--- config.mk ---
export PLATFORM = sky130hd
export DESIGN_NAME = axil_cmd_master_flat
export DESIGN_NICKNAME = d
export VERILOG_FILES = /design/src/rtl/axil_pkg.sv /design/src/rtl/axil_cmd_master_if.sv /design/src/rtl/axil_timeout_ctr.sv /design/src/rtl/axil_cmd_master.sv /design/src/flat_wrapper.sv
export SDC_FILE = /design/constraint.sdc
export NUM_CORES = 1
export LEC_CHECK = 0
export BUFFER_PORTS_ARGS = -buffer_cell sky130_fd_sc_hd__buf_2
export CELL_PAD_IN_SITES_DETAIL_PLACEMENT = 1
export CELL_PAD_IN_SITES_GLOBAL_PLACEMENT = 1
export CORE_MARGIN = 5
export CORE_UTILIZATION = 33
export DETAILED_ROUTE_END_ITERATION = 7
export PLACE_DENSITY = 0.93
export SETUP_SLACK_MARGIN = 0.02
export SYNTH_ARGS = -nofsm -noshare
export SYNTH_HDL_FRONTEND = slang
export SYNTH_HIERARCHICAL = 1
export SYNTH_SLANG_ARGS = --single-unit
export TNS_END_PERCENT = 10
--- constraint.sdc ---
create_clock -name M_AXI_ACLK -period 5.01 [get_ports M_AXI_ACLK]
set_clock_uncertainty 0.1 [all_clocks]
set_input_delay 0.501 -clock M_AXI_ACLK [delete_from_list [all_inputs] [get_ports M_AXI_ACLK]]
set_output_delay 0.501 -clock M_AXI_ACLK [all_outputs]
set_load 0.01 [all_outputs]
--- src/rtl/axil_pkg.sv ---
// Shared AXI4-Lite definitions for the fabric-side masters.
//   RESP_*       : AXI RRESP/BRESP codes
//   PROT_DEFAULT : AxPROT value driven on every request
//   state_e      : command master FSM state encoding
package axil_pkg;

    localparam logic [1:0] RESP_OKAY   = 2'b00;
    localparam logic [1:0] RESP_EXOKAY = 2'b01;
    localparam logic [1:0] RESP_SLVERR = 2'b10;
    localparam logic [1:0] RESP_DECERR = 2'b11;

    localparam logic [2:0] PROT_DEFAULT = 3'b000;

    typedef enum logic [2:0] {
        ST_IDLE,
        ST_WRITE,
        ST_READ_A,
        ST_READ_D,
        ST_RSP
    } state_e;

endpackage

--- src/rtl/axil_cmd_master_if.sv ---
// AXI4-Lite bus bundle between a master and a slave.
//   master modport : drives AW/W/AR channels and BREADY/RREADY
//   slave modport  : drives AWREADY/WREADY/ARREADY and the B/R channels
interface axil_cmd_master_if #(
    parameter int DATA_WIDTH = 32,
    parameter int ADDR_WIDTH = 32
);
    logic [ADDR_WIDTH-1:0]   AWADDR;
    logic [2:0]              AWPROT;
    logic                    AWVALID;
    logic                    AWREADY;
    logic [DATA_WIDTH-1:0]   WDATA;
    logic [DATA_WIDTH/8-1:0] WSTRB;
    logic                    WVALID;
    logic                    WREADY;
    logic [1:0]              BRESP;
    logic                    BVALID;
    logic                    BREADY;
    logic [ADDR_WIDTH-1:0]   ARADDR;
    logic [2:0]              ARPROT;
    logic                    ARVALID;
    logic                    ARREADY;
    logic [DATA_WIDTH-1:0]   RDATA;
    logic [1:0]              RRESP;
    logic                    RVALID;
    logic                    RREADY;

    modport master (
        output AWADDR, AWPROT, AWVALID, input AWREADY,
        output WDATA, WSTRB, WVALID, input WREADY,
        input BRESP, BVALID, output BREADY,
        output ARADDR, ARPROT, ARVALID, input ARREADY,
        input RDATA, RRESP, RVALID, output RREADY
    );

    modport slave (
        input AWADDR, AWPROT, AWVALID, output AWREADY,
        input WDATA, WSTRB, WVALID, output WREADY,
        output BRESP, BVALID, input BREADY,
        input ARADDR, ARPROT, ARVALID, output ARREADY,
        output RDATA, RRESP, RVALID, input RREADY
    );
endinterface

--- src/rtl/axil_timeout_ctr.sv ---
// Transaction watchdog: counts enabled cycles since the last clear.
//   aclk, aresetn : clock, synchronous active-low reset
//   clear         : restart the count (new transaction issued)
//   enable        : transaction in flight this cycle
//   expired       : this enabled cycle is the TIMEOUT_CYCLES-th one
module axil_timeout_ctr #(
    parameter int TIMEOUT_CYCLES = 256
) (
    input  logic aclk,
    input  logic aresetn,
    input  logic clear,
    input  logic enable,
    output logic expired
);
    localparam int CW = $clog2(TIMEOUT_CYCLES + 1);

    logic [CW-1:0] count_q;

    always_ff @(posedge aclk) begin
        if (!aresetn) begin
            count_q <= '0;
        end else if (clear) begin
            count_q <= '0;
        end else if (enable && (count_q != CW'(TIMEOUT_CYCLES))) begin
            count_q <= count_q + CW'(1);
        end
    end

    // Flag in the cycle whose increment lands on TIMEOUT_CYCLES, so the
    // owner can abort on that same edge.
    assign expired = enable && (count_q == CW'(TIMEOUT_CYCLES - 1));

endmodule

--- src/rtl/axil_cmd_master.sv ---
// Single-outstanding AXI4-Lite master fed by a command/response stream.
//   M_AXI_ACLK, M_AXI_ARESETN : clock, synchronous active-low reset
//   cmd_*                     : command in (valid/ready, write, addr, wdata, wstrb)
//   rsp_*                     : response out (valid/ready, rdata, resp, timeout)
//   M_AXI                     : AXI4-Lite master bus
module axil_cmd_master
    import axil_pkg::*;
#(
    parameter int C_M_AXI_DATA_WIDTH = 32,
    parameter int C_M_AXI_ADDR_WIDTH = 32,
    parameter int TIMEOUT_CYCLES     = 256
) (
    input  logic                            M_AXI_ACLK,
    input  logic                            M_AXI_ARESETN,
    input  logic                            cmd_valid,
    output logic                            cmd_ready,
    input  logic                            cmd_write,
    input  logic [C_M_AXI_ADDR_WIDTH-1:0]   cmd_addr,
    input  logic [C_M_AXI_DATA_WIDTH-1:0]   cmd_wdata,
    input  logic [C_M_AXI_DATA_WIDTH/8-1:0] cmd_wstrb,
    output logic                            rsp_valid,
    input  logic                            rsp_ready,
    output logic [C_M_AXI_DATA_WIDTH-1:0]   rsp_rdata,
    output logic [1:0]                      rsp_resp,
    output logic                            rsp_timeout,
    axil_cmd_master_if.master               M_AXI
);
    state_e                            state_q, state_d;
    logic [C_M_AXI_ADDR_WIDTH-1:0]     addr_q;
    logic [C_M_AXI_DATA_WIDTH-1:0]     wdata_q;
    logic [C_M_AXI_DATA_WIDTH/8-1:0]   wstrb_q;
    logic                              aw_done_q, w_done_q, b_done_q;
    logic [1:0]                        bresp_q;
    logic [C_M_AXI_DATA_WIDTH-1:0]     rdata_q;
    logic [1:0]                        resp_q;
    logic                              timeout_q;

    logic cmd_fire, aw_fire, w_fire, b_fire, ar_fire, r_fire;
    logic wr_complete, rd_complete, busy, expired;

    assign cmd_fire = cmd_valid && cmd_ready;
    assign aw_fire  = M_AXI.AWVALID && M_AXI.AWREADY;
    assign w_fire   = M_AXI.WVALID && M_AXI.WREADY;
    assign b_fire   = M_AXI.BVALID && M_AXI.BREADY;
    assign ar_fire  = M_AXI.ARVALID && M_AXI.ARREADY;
    assign r_fire   = M_AXI.RVALID && M_AXI.RREADY;

    // Any of the three write events may be the last one; count it this cycle.
    assign wr_complete = (state_q == ST_WRITE) && (aw_done_q || aw_fire)
                         && (w_done_q || w_fire) && (b_done_q || b_fire);
    assign rd_complete = (state_q == ST_READ_D) && r_fire;
    assign busy        = (state_q == ST_WRITE) || (state_q == ST_READ_A)
                         || (state_q == ST_READ_D);

    axil_timeout_ctr #(.TIMEOUT_CYCLES(TIMEOUT_CYCLES)) u_tmo (
        .aclk    (M_AXI_ACLK),
        .aresetn (M_AXI_ARESETN),
        .clear   (cmd_fire),
        .enable  (busy),
        .expired (expired)
    );

    always_comb begin
        state_d = state_q;
        case (state_q)
            ST_IDLE:   if (cmd_fire) state_d = cmd_write ? ST_WRITE : ST_READ_A;
            ST_WRITE:  if (wr_complete || expired) state_d = ST_RSP;
            ST_READ_A: begin
                if (expired)      state_d = ST_RSP;
                else if (ar_fire) state_d = ST_READ_D;
            end
            ST_READ_D: if (rd_complete || expired) state_d = ST_RSP;
            ST_RSP:    if (rsp_ready) state_d = ST_IDLE;
            default:   state_d = ST_IDLE;
        endcase
    end

    always_ff @(posedge M_AXI_ACLK) begin
        if (!M_AXI_ARESETN) begin
            state_q   <= ST_IDLE;
            addr_q    <= '0;
            wdata_q   <= '0;
            wstrb_q   <= '0;
            aw_done_q <= 1'b0;
            w_done_q  <= 1'b0;
            b_done_q  <= 1'b0;
            bresp_q   <= RESP_OKAY;
            rdata_q   <= '0;
            resp_q    <= RESP_OKAY;
            timeout_q <= 1'b0;
        end else begin
            state_q <= state_d;
            if (cmd_fire) begin
                addr_q    <= cmd_addr;
                wdata_q   <= cmd_wdata;
                wstrb_q   <= cmd_wstrb;
                aw_done_q <= 1'b0;
                w_done_q  <= 1'b0;
                b_done_q  <= 1'b0;
            end
            if (aw_fire) aw_done_q <= 1'b1;
            if (w_fire)  w_done_q  <= 1'b1;
            if (b_fire) begin
                b_done_q <= 1'b1;
                bresp_q  <= M_AXI.BRESP;
            end
            // Completion takes priority over a simultaneous timeout.
            if (wr_complete) begin
                rdata_q   <= '0;
                resp_q    <= b_fire ? M_AXI.BRESP : bresp_q;
                timeout_q <= 1'b0;
            end else if (rd_complete) begin
                rdata_q   <= M_AXI.RDATA;
                resp_q    <= M_AXI.RRESP;
                timeout_q <= 1'b0;
            end else if (expired) begin
                rdata_q   <= '0;
                resp_q    <= RESP_SLVERR;
                timeout_q <= 1'b1;
            end
        end
    end

    // Gated by reset so everything reads as idle while reset is held.
    assign cmd_ready   = M_AXI_ARESETN && (state_q == ST_IDLE);
    assign rsp_valid   = M_AXI_ARESETN && (state_q == ST_RSP);
    assign rsp_rdata   = rdata_q;
    assign rsp_resp    = resp_q;
    assign rsp_timeout = timeout_q;

    assign M_AXI.AWADDR  = addr_q;
    assign M_AXI.AWPROT  = PROT_DEFAULT;
    assign M_AXI.AWVALID = M_AXI_ARESETN && (state_q == ST_WRITE) && !aw_done_q;
    assign M_AXI.WDATA   = wdata_q;
    assign M_AXI.WSTRB   = wstrb_q;
    assign M_AXI.WVALID  = M_AXI_ARESETN && (state_q == ST_WRITE) && !w_done_q;
    assign M_AXI.BREADY  = M_AXI_ARESETN && (state_q == ST_WRITE);
    assign M_AXI.ARADDR  = addr_q;
    assign M_AXI.ARPROT  = PROT_DEFAULT;
    assign M_AXI.ARVALID = M_AXI_ARESETN && (state_q == ST_READ_A);
    assign M_AXI.RREADY  = M_AXI_ARESETN && (state_q == ST_READ_D);

endmodule

--- src/flat_wrapper.sv ---
// flat-port wrapper written by rule: the top's interface ports become plain ports
module axil_cmd_master_flat import axil_pkg::*;
#(
    parameter int C_M_AXI_DATA_WIDTH = 32,
    parameter int C_M_AXI_ADDR_WIDTH = 32,
    parameter int TIMEOUT_CYCLES     = 256
)
  (M_AXI_ACLK, M_AXI_ARESETN, cmd_valid, cmd_ready, cmd_write, cmd_addr, cmd_wdata, cmd_wstrb, rsp_valid, rsp_ready, rsp_rdata, rsp_resp, rsp_timeout, M_AXI_AWADDR, M_AXI_AWPROT, M_AXI_AWVALID, M_AXI_AWREADY, M_AXI_WDATA, M_AXI_WSTRB, M_AXI_WVALID, M_AXI_WREADY, M_AXI_BRESP, M_AXI_BVALID, M_AXI_BREADY, M_AXI_ARADDR, M_AXI_ARPROT, M_AXI_ARVALID, M_AXI_ARREADY, M_AXI_RDATA, M_AXI_RRESP, M_AXI_RVALID, M_AXI_RREADY);
  axil_cmd_master_if M_AXI_i ();
  input  logic M_AXI_ACLK;
  input  logic M_AXI_ARESETN;
  input  logic cmd_valid;
  output logic cmd_ready;
  input  logic cmd_write;
  input  logic [C_M_AXI_ADDR_WIDTH-1:0] cmd_addr;
  input  logic [C_M_AXI_DATA_WIDTH-1:0] cmd_wdata;
  input  logic [C_M_AXI_DATA_WIDTH/8-1:0] cmd_wstrb;
  output logic rsp_valid;
  input  logic rsp_ready;
  output logic [C_M_AXI_DATA_WIDTH-1:0] rsp_rdata;
  output logic [1:0] rsp_resp;
  output logic rsp_timeout;
  output wire logic [$bits(M_AXI_i.AWADDR)-1:0] M_AXI_AWADDR;
  output wire logic [$bits(M_AXI_i.AWPROT)-1:0] M_AXI_AWPROT;
  output wire logic [$bits(M_AXI_i.AWVALID)-1:0] M_AXI_AWVALID;
  input wire logic [$bits(M_AXI_i.AWREADY)-1:0] M_AXI_AWREADY;
  output wire logic [$bits(M_AXI_i.WDATA)-1:0] M_AXI_WDATA;
  output wire logic [$bits(M_AXI_i.WSTRB)-1:0] M_AXI_WSTRB;
  output wire logic [$bits(M_AXI_i.WVALID)-1:0] M_AXI_WVALID;
  input wire logic [$bits(M_AXI_i.WREADY)-1:0] M_AXI_WREADY;
  input wire logic [$bits(M_AXI_i.BRESP)-1:0] M_AXI_BRESP;
  input wire logic [$bits(M_AXI_i.BVALID)-1:0] M_AXI_BVALID;
  output wire logic [$bits(M_AXI_i.BREADY)-1:0] M_AXI_BREADY;
  output wire logic [$bits(M_AXI_i.ARADDR)-1:0] M_AXI_ARADDR;
  output wire logic [$bits(M_AXI_i.ARPROT)-1:0] M_AXI_ARPROT;
  output wire logic [$bits(M_AXI_i.ARVALID)-1:0] M_AXI_ARVALID;
  input wire logic [$bits(M_AXI_i.ARREADY)-1:0] M_AXI_ARREADY;
  input wire logic [$bits(M_AXI_i.RDATA)-1:0] M_AXI_RDATA;
  input wire logic [$bits(M_AXI_i.RRESP)-1:0] M_AXI_RRESP;
  input wire logic [$bits(M_AXI_i.RVALID)-1:0] M_AXI_RVALID;
  output wire logic [$bits(M_AXI_i.RREADY)-1:0] M_AXI_RREADY;
  assign M_AXI_AWADDR = M_AXI_i.AWADDR;
  assign M_AXI_AWPROT = M_AXI_i.AWPROT;
  assign M_AXI_AWVALID = M_AXI_i.AWVALID;
  assign M_AXI_i.AWREADY = M_AXI_AWREADY;
  assign M_AXI_WDATA = M_AXI_i.WDATA;
  assign M_AXI_WSTRB = M_AXI_i.WSTRB;
  assign M_AXI_WVALID = M_AXI_i.WVALID;
  assign M_AXI_i.WREADY = M_AXI_WREADY;
  assign M_AXI_i.BRESP = M_AXI_BRESP;
  assign M_AXI_i.BVALID = M_AXI_BVALID;
  assign M_AXI_BREADY = M_AXI_i.BREADY;
  assign M_AXI_ARADDR = M_AXI_i.ARADDR;
  assign M_AXI_ARPROT = M_AXI_i.ARPROT;
  assign M_AXI_ARVALID = M_AXI_i.ARVALID;
  assign M_AXI_i.ARREADY = M_AXI_ARREADY;
  assign M_AXI_i.RDATA = M_AXI_RDATA;
  assign M_AXI_i.RRESP = M_AXI_RRESP;
  assign M_AXI_i.RVALID = M_AXI_RVALID;
  assign M_AXI_RREADY = M_AXI_i.RREADY;
  axil_cmd_master #(.C_M_AXI_DATA_WIDTH(C_M_AXI_DATA_WIDTH), .C_M_AXI_ADDR_WIDTH(C_M_AXI_ADDR_WIDTH), .TIMEOUT_CYCLES(TIMEOUT_CYCLES)) u_core (.M_AXI_ACLK(M_AXI_ACLK), .M_AXI_ARESETN(M_AXI_ARESETN), .cmd_valid(cmd_valid), .cmd_ready(cmd_ready), .cmd_write(cmd_write), .cmd_addr(cmd_addr), .cmd_wdata(cmd_wdata), .cmd_wstrb(cmd_wstrb), .rsp_valid(rsp_valid), .rsp_ready(rsp_ready), .rsp_rdata(rsp_rdata), .rsp_resp(rsp_resp), .rsp_timeout(rsp_timeout), .M_AXI(M_AXI_i));
endmodule
---- After elaboration in Yosys (flattened, before gate mapping) ----
Index checks and enable logic that the tools add are counted.
storage, ports and cells
  flip-flop bits (word level) ............. 120
  bits in latches ......................... 0
  memory bits (writable) .................. 0
  memory bits (read-only) ................. 0
  input port bits ......................... 114
  output and inout bits ................... 148
  word-level logic and storage cells ...... 81
  memories ................................ 0
cells by class
  add/subtract/negate cells ............... 1
  multipliers ............................. 0
  div/mod/pow operators ................... 0
  order comparisons ....................... 0
  equal/unequal tests ..................... 11
  shift-type cells ........................ 0
  mux-type cells .......................... 18
  bitwise gates (word level) .............. 1
  reductions and logical operators ........ 38
operator list
  kind                                                   number
  two-way mux 32 bit                                     2
  logical AND 1 bit                                      19
  two-way mux 3 bit                                      6
  case mux 3 bit (5 select lines)                        1
  two-way mux 2 bit                                      5
  adder 9 x 1 -> 9 bit, second input constant            1
  equality test 9 x 8 -> 1 bit, second input constant    1
  inequality test 9 bit, second input constant           1
  nonzero test 2 bit                                     4
  logical OR 1 bit                                       7
  equality test 3 x 2 -> 1 bit, second input constant    2
  inequality test 2 bit, second input constant           3
  AND reduction 5 bit                                    1
  two-way mux 1 bit                                      4
  OR reduction 2 bit                                     2
  equality test 3 x 1 -> 1 bit, second input constant    1
  equality test 3 bit, second input constant             1
  zero test 3 bit                                        1
  inequality test 3 x 1 -> 1 bit, second input constant  1
  nonzero test 3 bit                                     1
  OR reduction 3 bit                                     1
  zero test 1 bit                                        2
  inequality test 2 x 1 -> 1 bit, second input constant  1
  inverter 1 bit                                         1

---- Longest topological paths before layout ----
Gate-level depths: netlist (run 1).
  depth in word-level cells ............... 11
  mapped depth ............................ 9

---- Cells and area by module ----
Netlist (run 1), hierarchy kept.
modules (own cells, without submodules)
  module            instances  cells an instance  area an instance (um^2)  sequential area each (um^2)
  axil_cmd_master   1          557                4459.3                   2222.1
  axil_timeout_ctr  1          55                 488.0                    180.2

---- Worst setup path after synthesis (run 1) ----
Ideal clock, no wire load.
  kind .................................... input to register
  from .................................... in M_AXI_ARESETN
  to ...................................... reg u_core.u_tmo.count_q[7]
  setup time .............................. 120 ps
  arrival ................................. 1886 ps
  data required time ...................... 4790 ps
  setup slack ............................. 2904 ps
  stages .................................. 8
  path through ............................ nand2b_1 -> or4b_1 -> buf_2 -> inv_2 -> buf_2 -> nand2b_1 -> or4_1 -> nand2_1
on the way
  word-level cells in the longest chain between the ends .. 3
ends and longest elaborated chain
  item                                 RTL line                source
  from (decl)                          flat_wrapper.sv:11      input logic M_AXI_ARESETN;
  logical AND 1 bit                    axil_cmd_master.sv:125  assign cmd_ready = M_AXI_ARESETN && (state_q == ST_IDLE);
  logical AND 1 bit                    axil_cmd_master.sv:41   assign cmd_fire = cmd_valid && cmd_ready;
  net u_core.cmd_fire                  axil_cmd_master.sv:38   logic cmd_fire, aw_fire, w_fire, b_fire, ar_fire, r_fire;
  OR reduction 2 bit (no source line)  n/a
  to (signal assigned)                 axil_timeout_ctr.sv:25  count_q <= count_q + CW'(1);
  to (decl)                            axil_timeout_ctr.sv:17  logic [CW-1:0] count_q;
The timed path passes the listed nets, and every way through them passes these cells.
A chain may end at the register's enable or synchronous reset.

---- Final worst setup path (run 1) ----
  from .................................... reg u_core.state_q[0]
  to ...................................... reg u_core.b_done_q
on the way
  word-level cells in the longest chain between the ends .. 4
ends and longest elaborated chain
  item                                                                    RTL line                                        source
  from (decl)                                                             axil_cmd_master.sv:28                           state_e state_q, state_d;
  from (signal assigned)                                                  axil_cmd_master.sv:92                           state_q <= state_d;
  equality test 3 x 1 -> 1 bit / zero test 3 bit (equally long branches)  axil_cmd_master.sv:137, axil_cmd_master.sv:125
  logical AND 1 bit (on tied branches)                                    axil_cmd_master.sv:137, axil_cmd_master.sv:125
  logical AND 1 bit (on tied branches)                                    axil_cmd_master.sv:44, axil_cmd_master.sv:41
  two-way mux 1 bit / nonzero test 2 bit (equally long branches)          n/a
  to (signal assigned)                                                    axil_cmd_master.sv:86                           b_done_q <= 1'b0;
  to (signal assigned)                                                    axil_cmd_master.sv:99                           b_done_q <= 1'b0;
  to (signal assigned)                                                    axil_cmd_master.sv:104                          b_done_q <= 1'b1;
  to (decl)                                                               axil_cmd_master.sv:32                           logic aw_done_q, w_done_q, b_done_q;
Parallel ways exist; a longest one is shown, timed or not.

==> results of run 1 <==
[worst max-delay path: stages, from the launching register on]
cell	delay, ps
dfxtp_1	420
nand2b_1	250
or4b_2	640
buf_4	350
inv_2	300
buf_4	520
o21ai_0	190
[state kept, by name, summed over array words and instances, names as in the netlist]
register and cells:
u_core/M_AXI.ARADDR 32, u_core/M_AXI.WDATA 32, u_core/rsp_rdata 32, u_core/u_tmo/count_q 9, u_core/M_AXI.WSTRB 4, u_core/state_q 3, u_core/bresp_q 2, u_core/rsp_resp 2
u_core/aw_done_q 1, u_core/b_done_q 1, u_core/rsp_timeout 1, u_core/w_done_q 1
[kinds of logic (layout without fill, tap and decap cells)]
family          after synthesis  count (layout)  synth area share
compound gates               60              60            0.0731
simple gates                336             336             0.324
mux                           3               3           0.00607
buf+inv                      87             300            0.0994
xor+xnor                      2               2           0.00354
fa+ha+maj                     3               3           0.00759
flops                       120             120             0.486
other cells                   1               6          0.000758
[layout make-up]
class,instances,area share
repair buffers,262,0.199
well taps,184,0.0344
flip-flops and latches,120,0.359
multi-input cells,410,0.310
clock buffers,21,0.0688
inverters,6,0.00337
clock inverters,11,0.0256
[Yosys cell counts (2+ instances only)]
library cell,count,area share
nor2_1,12,0.0091
or4b_4,2,0.0056
buf_4,39,0.059
a22oi_1,2,0.0030
dfxtp_1,120,0.49
xor2_1,2,0.0035
nand3_1,70,0.071
buf_2,15,0.015
clkbuf_1,21,0.016
o2111ai_1,2,0.0035
mux2i_1,3,0.0061
o21ai_0,6,0.0061
nand4_1,7,0.0089
ha_1,3,0.0076
nand2_1,185,0.14
nor3_1,2,0.0020
a21oi_1,39,0.039
buf_1,6,0.0046
nand2b_1,3,0.0038
nor2b_1,9,0.011
inv_1,5,0.0038
nand3b_1,32,0.049
or3_1,3,0.0038
[placed cells by master (no fill, tap or decap), drive strengths merged, types with 3 or more instances in the layout]
master	n
clkbuf	21
nand4	7
dfxtp	120
nand2b	3
conb	6
a21oi	39
nand3	70
or4b	3
nor2b	9
ha	3
nand3b	32
inv	6
or3	3
mux2i	3
bufinv	4
nor2	12
nand2	185
buf	262
clkinv	5
o21ai	6
[layer usage]
| layer | global-route usage | vias to the layer above | routed length, µm |
|---|---|---|---|
| met2 | 0.332 | 186 | 8230 |
| met4 | 0.0433 | 0 | 107 |
| met1 | 0.199 | 2325 | 6350 |
| li1 | - | 2408 | - |
| met3 | 0.0797 | 8 | 1510 |
| met5 | 0 | - | 0 |
[worst min-delay path by stage]
stage | slack (ps) | to | startpoint
floorplan | 340 | u_core/b_done_q$_SDFFE_PN0P_ | u_core/b_done_q$_SDFFE_PN0P_
global placement | 340 | u_core/M_AXI.WDATA[11]$_SDFFE_PN0P_ | u_core/M_AXI.WDATA[11]$_SDFFE_PN0P_
detailed placement | 340 | u_core/M_AXI.WDATA[13]$_SDFFE_PN0P_ | u_core/M_AXI.WDATA[13]$_SDFFE_PN0P_
CTS | 150 | u_core/M_AXI.ARADDR[27]$_SDFFE_PN0P_ | cmd_addr[27]
global route | 150 | u_core/M_AXI.ARADDR[27]$_SDFFE_PN0P_ | cmd_addr[27]
finish | 180 | u_core/M_AXI.ARADDR[27]$_SDFFE_PN0P_ | cmd_addr[27]
[power groups by stage]
| stage | Combinational (mW) | Sequential (mW) | Clock (mW) |
|---|---|---|---|
| floorplan | 0.388 | 1.23 | 0 |
| global placement | 0.625 | 1.19 | 0 |
| detailed placement | 0.643 | 1.20 | 0 |
| CTS | 0.646 | 1.18 | 1.33 |
| global route | 0.703 | 1.20 | 1.39 |
| finish | 0.635 | 1.18 | 1.30 |
==> metrics.yaml, run 1 <==
status: "complete, no violations"
critPathKind: "reg -> reg"
totalWireLength_um: 16200
final_core_util: 0.457
slew_headroom: 0.393
synth-main-ff-cell: "dfxtp_1"
grt_max_degree: 90
p_leak_nw: 3.41
area_growth_pct: 35.2
r2r_setup_slack_ps: 2000
r2r-end: "u_core/b_done_q$_SDFFE_PN0P_"
synthCells: 612
cts_buffers: 17
p_switching_mw: 0.918
core_mm2: 0.0146
drc: 0
finish.instance_area_mm2: 0.00669
critPathLaunchType: "flip-flop"
hold_path_class: "in -> reg"
cts.path.max_buffers: 2
holdPathStages: 3
rsz0062_at_grt: "false"
peakVddDrop_mv: 0.289
initial_utilization: 0.338
placed_area_mm2: 0.00606
cts_setup_buffers: 0
worst_slack_ps: 2000
setup-tns-final_ps: 0
ctsHoldBuffers: 0
ys_seq_area_frac: 0.486
pin_count: 262
period_share: 0.602
fin_hold_ws_ps: 176
r2r_cells: 6
end_kind: "flip-flop"
crit_required_ps: 5180
clock_latency_ps: 410
dp_worst_setup_slack_ps: 1980
cts.htree.levels: 4
routedWlPerCell_um: 16.0
n_antenna_cell: 0
min_period_ps: 3010
grt_pass1_wl_um: 26600
nFillCells: 1857
seqPwrFrac: 0.379
multi_input_comb_area_mm2: 0.00207
antenna_found_initial: 0
drv_slew: 0
syn_area_per_cell_um2: 8.08
grt_pass1_vias: 5232
hold_viol_final: 0
num_vias: 4927
placed_cells: 982
first_pass_iters: 4
cts_root_buf: "clkbuf_16"
dr.first_iter.drc_count: 184
p_total_mw: 3.11
r2r_start: "u_core/state_q[0]$_SDFFE_PN0P_"
cp_max_fo: 71
swShare: 0.295
cp-endpoint: "u_core/b_done_q$_SDFFE_PN0P_"
grtUsageTotal: 0.184
clkTransAtPathRegs_ps: 60
combPwrFrac: 0.204
ys_warn_count: 6
hpwl_um: 11800
cts.sinks: 120
grt_overflow_total: 0
die_w_um: 132
stdcell_count: 1014
drive_gt1_frac: 0.361
power_density_mw_per_mm2: 465
syn_area_mm2: 0.00495
io_buffers: 255
critPathLaunch: "u_core/state_q[0]$_SDFFE_PN0P_"
postRouteAntennaNets: 0
worst_ep_arrival_time_ps: 3180
internal-power_mw: 2.19
worstMarginPinSlew_ps: 911
fp-row-count: 44
max_cap_viol_count: 0
cts_tree: "done"
ctsResizeCount: 0
clockPowerShare: 0.417
viasPerCell: 4.86
nNetsFinal: 934
ys_types: 47
regArea_mm2: 0.00240
fmax_mhz: 332
synthArstFlopShare: 0
dieArea_mm2: 0.0175
ys_ff_latch: 120
die_height_um: 132
gp_congestion: 0.797
synth_edf_count: 0
finalSetupViolCount: 0
Power figures use the tool's default switching activity.
==> run 2: changes to the inputs <==
CORE_UTILIZATION = 31   (was 33)
PLACE_DENSITY = 0.89   (was 0.93)
clock period = 2.8 ns   (was 5.01 ns; I/O delays follow)
==> run 2 against run 1 <==
Compared with the run above:
- critical path depth unchanged
- die area is 6.0% higher
- clock power up 62%
- global-route usage up 2.5 points
- sequential share of layout area down 4.6 points
- flip-flop and latch count unchanged
- wire length increased by 22%
- utilization increased by 3.0 points
- combinational power is 110% higher
- count of clock-buffer cells in the layout fell by 4
- largest power group is now registers
==> metrics.yaml, run 2 (synthesis gave the netlist of run 1 again) <==
fp-row-count: 46
setup-tns-final_ps: 0
critPathLaunchType: "flip-flop"
period_share: 0.864
placed_cells: 1018
routedWlPerCell_um: 17.2
initial_utilization: 0.314
critPathKind: "reg -> reg"
viasPerCell: 4.79
num_vias: 5489
dieArea_mm2: 0.0186
cts.htree.levels: 4
first_pass_iters: 4
stdcell_count: 1145
cts_tree: "done"
clock_latency_ps: 410
gp_congestion: 0.784
cp_max_fo: 42
grt_max_degree: 90
max_cap_viol_count: 0
antenna_found_initial: 2
drc: 0
worstPathCellList: "nand2b_1 -> or4b_2 -> inv_2 -> buf_4 -> nand2_1 -> nand2_1"
cts_root_buf: "clkbuf_16"
rsz0062_at_grt: "false"
postRouteAntennaNets: 0
cts_buffers: 17
dr.first_iter.drc_count: 194
p_leak_nw: 3.81
clkTransAtPathRegs_ps: 60
hold_viol_final: 0
crit_required_ps: 3040
area_growth_pct: 55.3
fin_hold_ws_ps: 18.5
die_w_um: 136
fmax_mhz: 413
status: "complete, no violations"
final_cell_mix: "255 x buf_2, 185 x nand2_1, 120 x dfxtp_1"
grt_pass1_wl_um: 30700
final_core_util: 0.487
peakVddDrop_mv: 0.391
grtUsageTotal: 0.209
hpwl_um: 11900
finalSetupViolCount: 0
p_total_mw: 5.57
drive_gt1_frac: 0.330
worst_ep_arrival_time_ps: 2660
ctsResizeCount: 0
cts.path.max_buffers: 2
power_density_mw_per_mm2: 725
layout_commonest_cell: "buf_2"
end_kind: "flip-flop"
critPathMaxStageDelay_ps: 890
hold_path_class: "in -> reg"
die_height_um: 136
core_mm2: 0.0158
pin_count: 262
min_period_ps: 2420
io_buffers: 255
grt_overflow_total: 0
nNetsFinal: 1031
totalWireLength_um: 19700
drv_slew: 0
crit_slowest_cell: "or4b_2"
grt_pass1_vias: 5926
crit_path_frequent_cell: "nand2_1"
cts.sinks: 120
## run 2: stage by stage
step / cell area (µm²) / worst slack [ps]
final: 7680 / 381
after global routing: 7680 / 249
after CTS: 7680 / 412
after detailed placement: 6180 / 426
after global placement: 6180 / 445
after floorplan: 4970 / 777
## run 2: what timing repair did
item,CTS,global route
setup buffers,0,0
hold endpoints to repair,93,0
hold buffers,93,0
## run 2: critical path: cells and delay by family (launching register included)
kind          cells  cell delay, ps
simple gates      4            1330
flops             1             310
buf+inv           2             570
## run 2: area by class of cell
class,count,area [µm²]
multi-input combinational,410,2070
timing repair buffer,359,2340
fill,1953,8090
antenna,2,5.00
inverter,6,22.5
clock buffer,17,425
clock inverter,15,144
tap,216,270
sequential,120,2400
## run 2: where the power goes
part	leakage, nW	internal, mW	switching (mW)
clock	0.279	1.24	0.874
combinational	2.55	0.565	0.774
sequential	0.980	1.94	0.177
## run 2: final timing paths
path / end / start / slack, ps / depth (start not counted)
max: u_core/M_AXI.ARADDR[13]$_SDFFE_PN0P_ / u_core/state_q[0]$_SDFFE_PN0P_ / 380 / 6
min: u_core/rsp_rdata[28]$_SDFFE_PP0P_ / M_AXI_RDATA[28] / 20 / 3
max reg2reg: u_core/M_AXI.ARADDR[13]$_SDFFE_PN0P_ / u_core/state_q[0]$_SDFFE_PN0P_ / 380 / 6
min reg2reg: u_core/M_AXI.WDATA[9]$_SDFFE_PN0P_ / u_core/M_AXI.WDATA[9]$_SDFFE_PN0P_ / 350 / 2
## run 2: layer usage
metal | vias to the layer above | track usage | routed length, µm
met5 | - | 0 | 0
met4 | 0 | 0.0812 | 501
met2 | 231 | 0.369 | 9850
li1 | 2608 | - | -
met1 | 2608 | 0.226 | 7580
met3 | 42 | 0.0759 | 1780
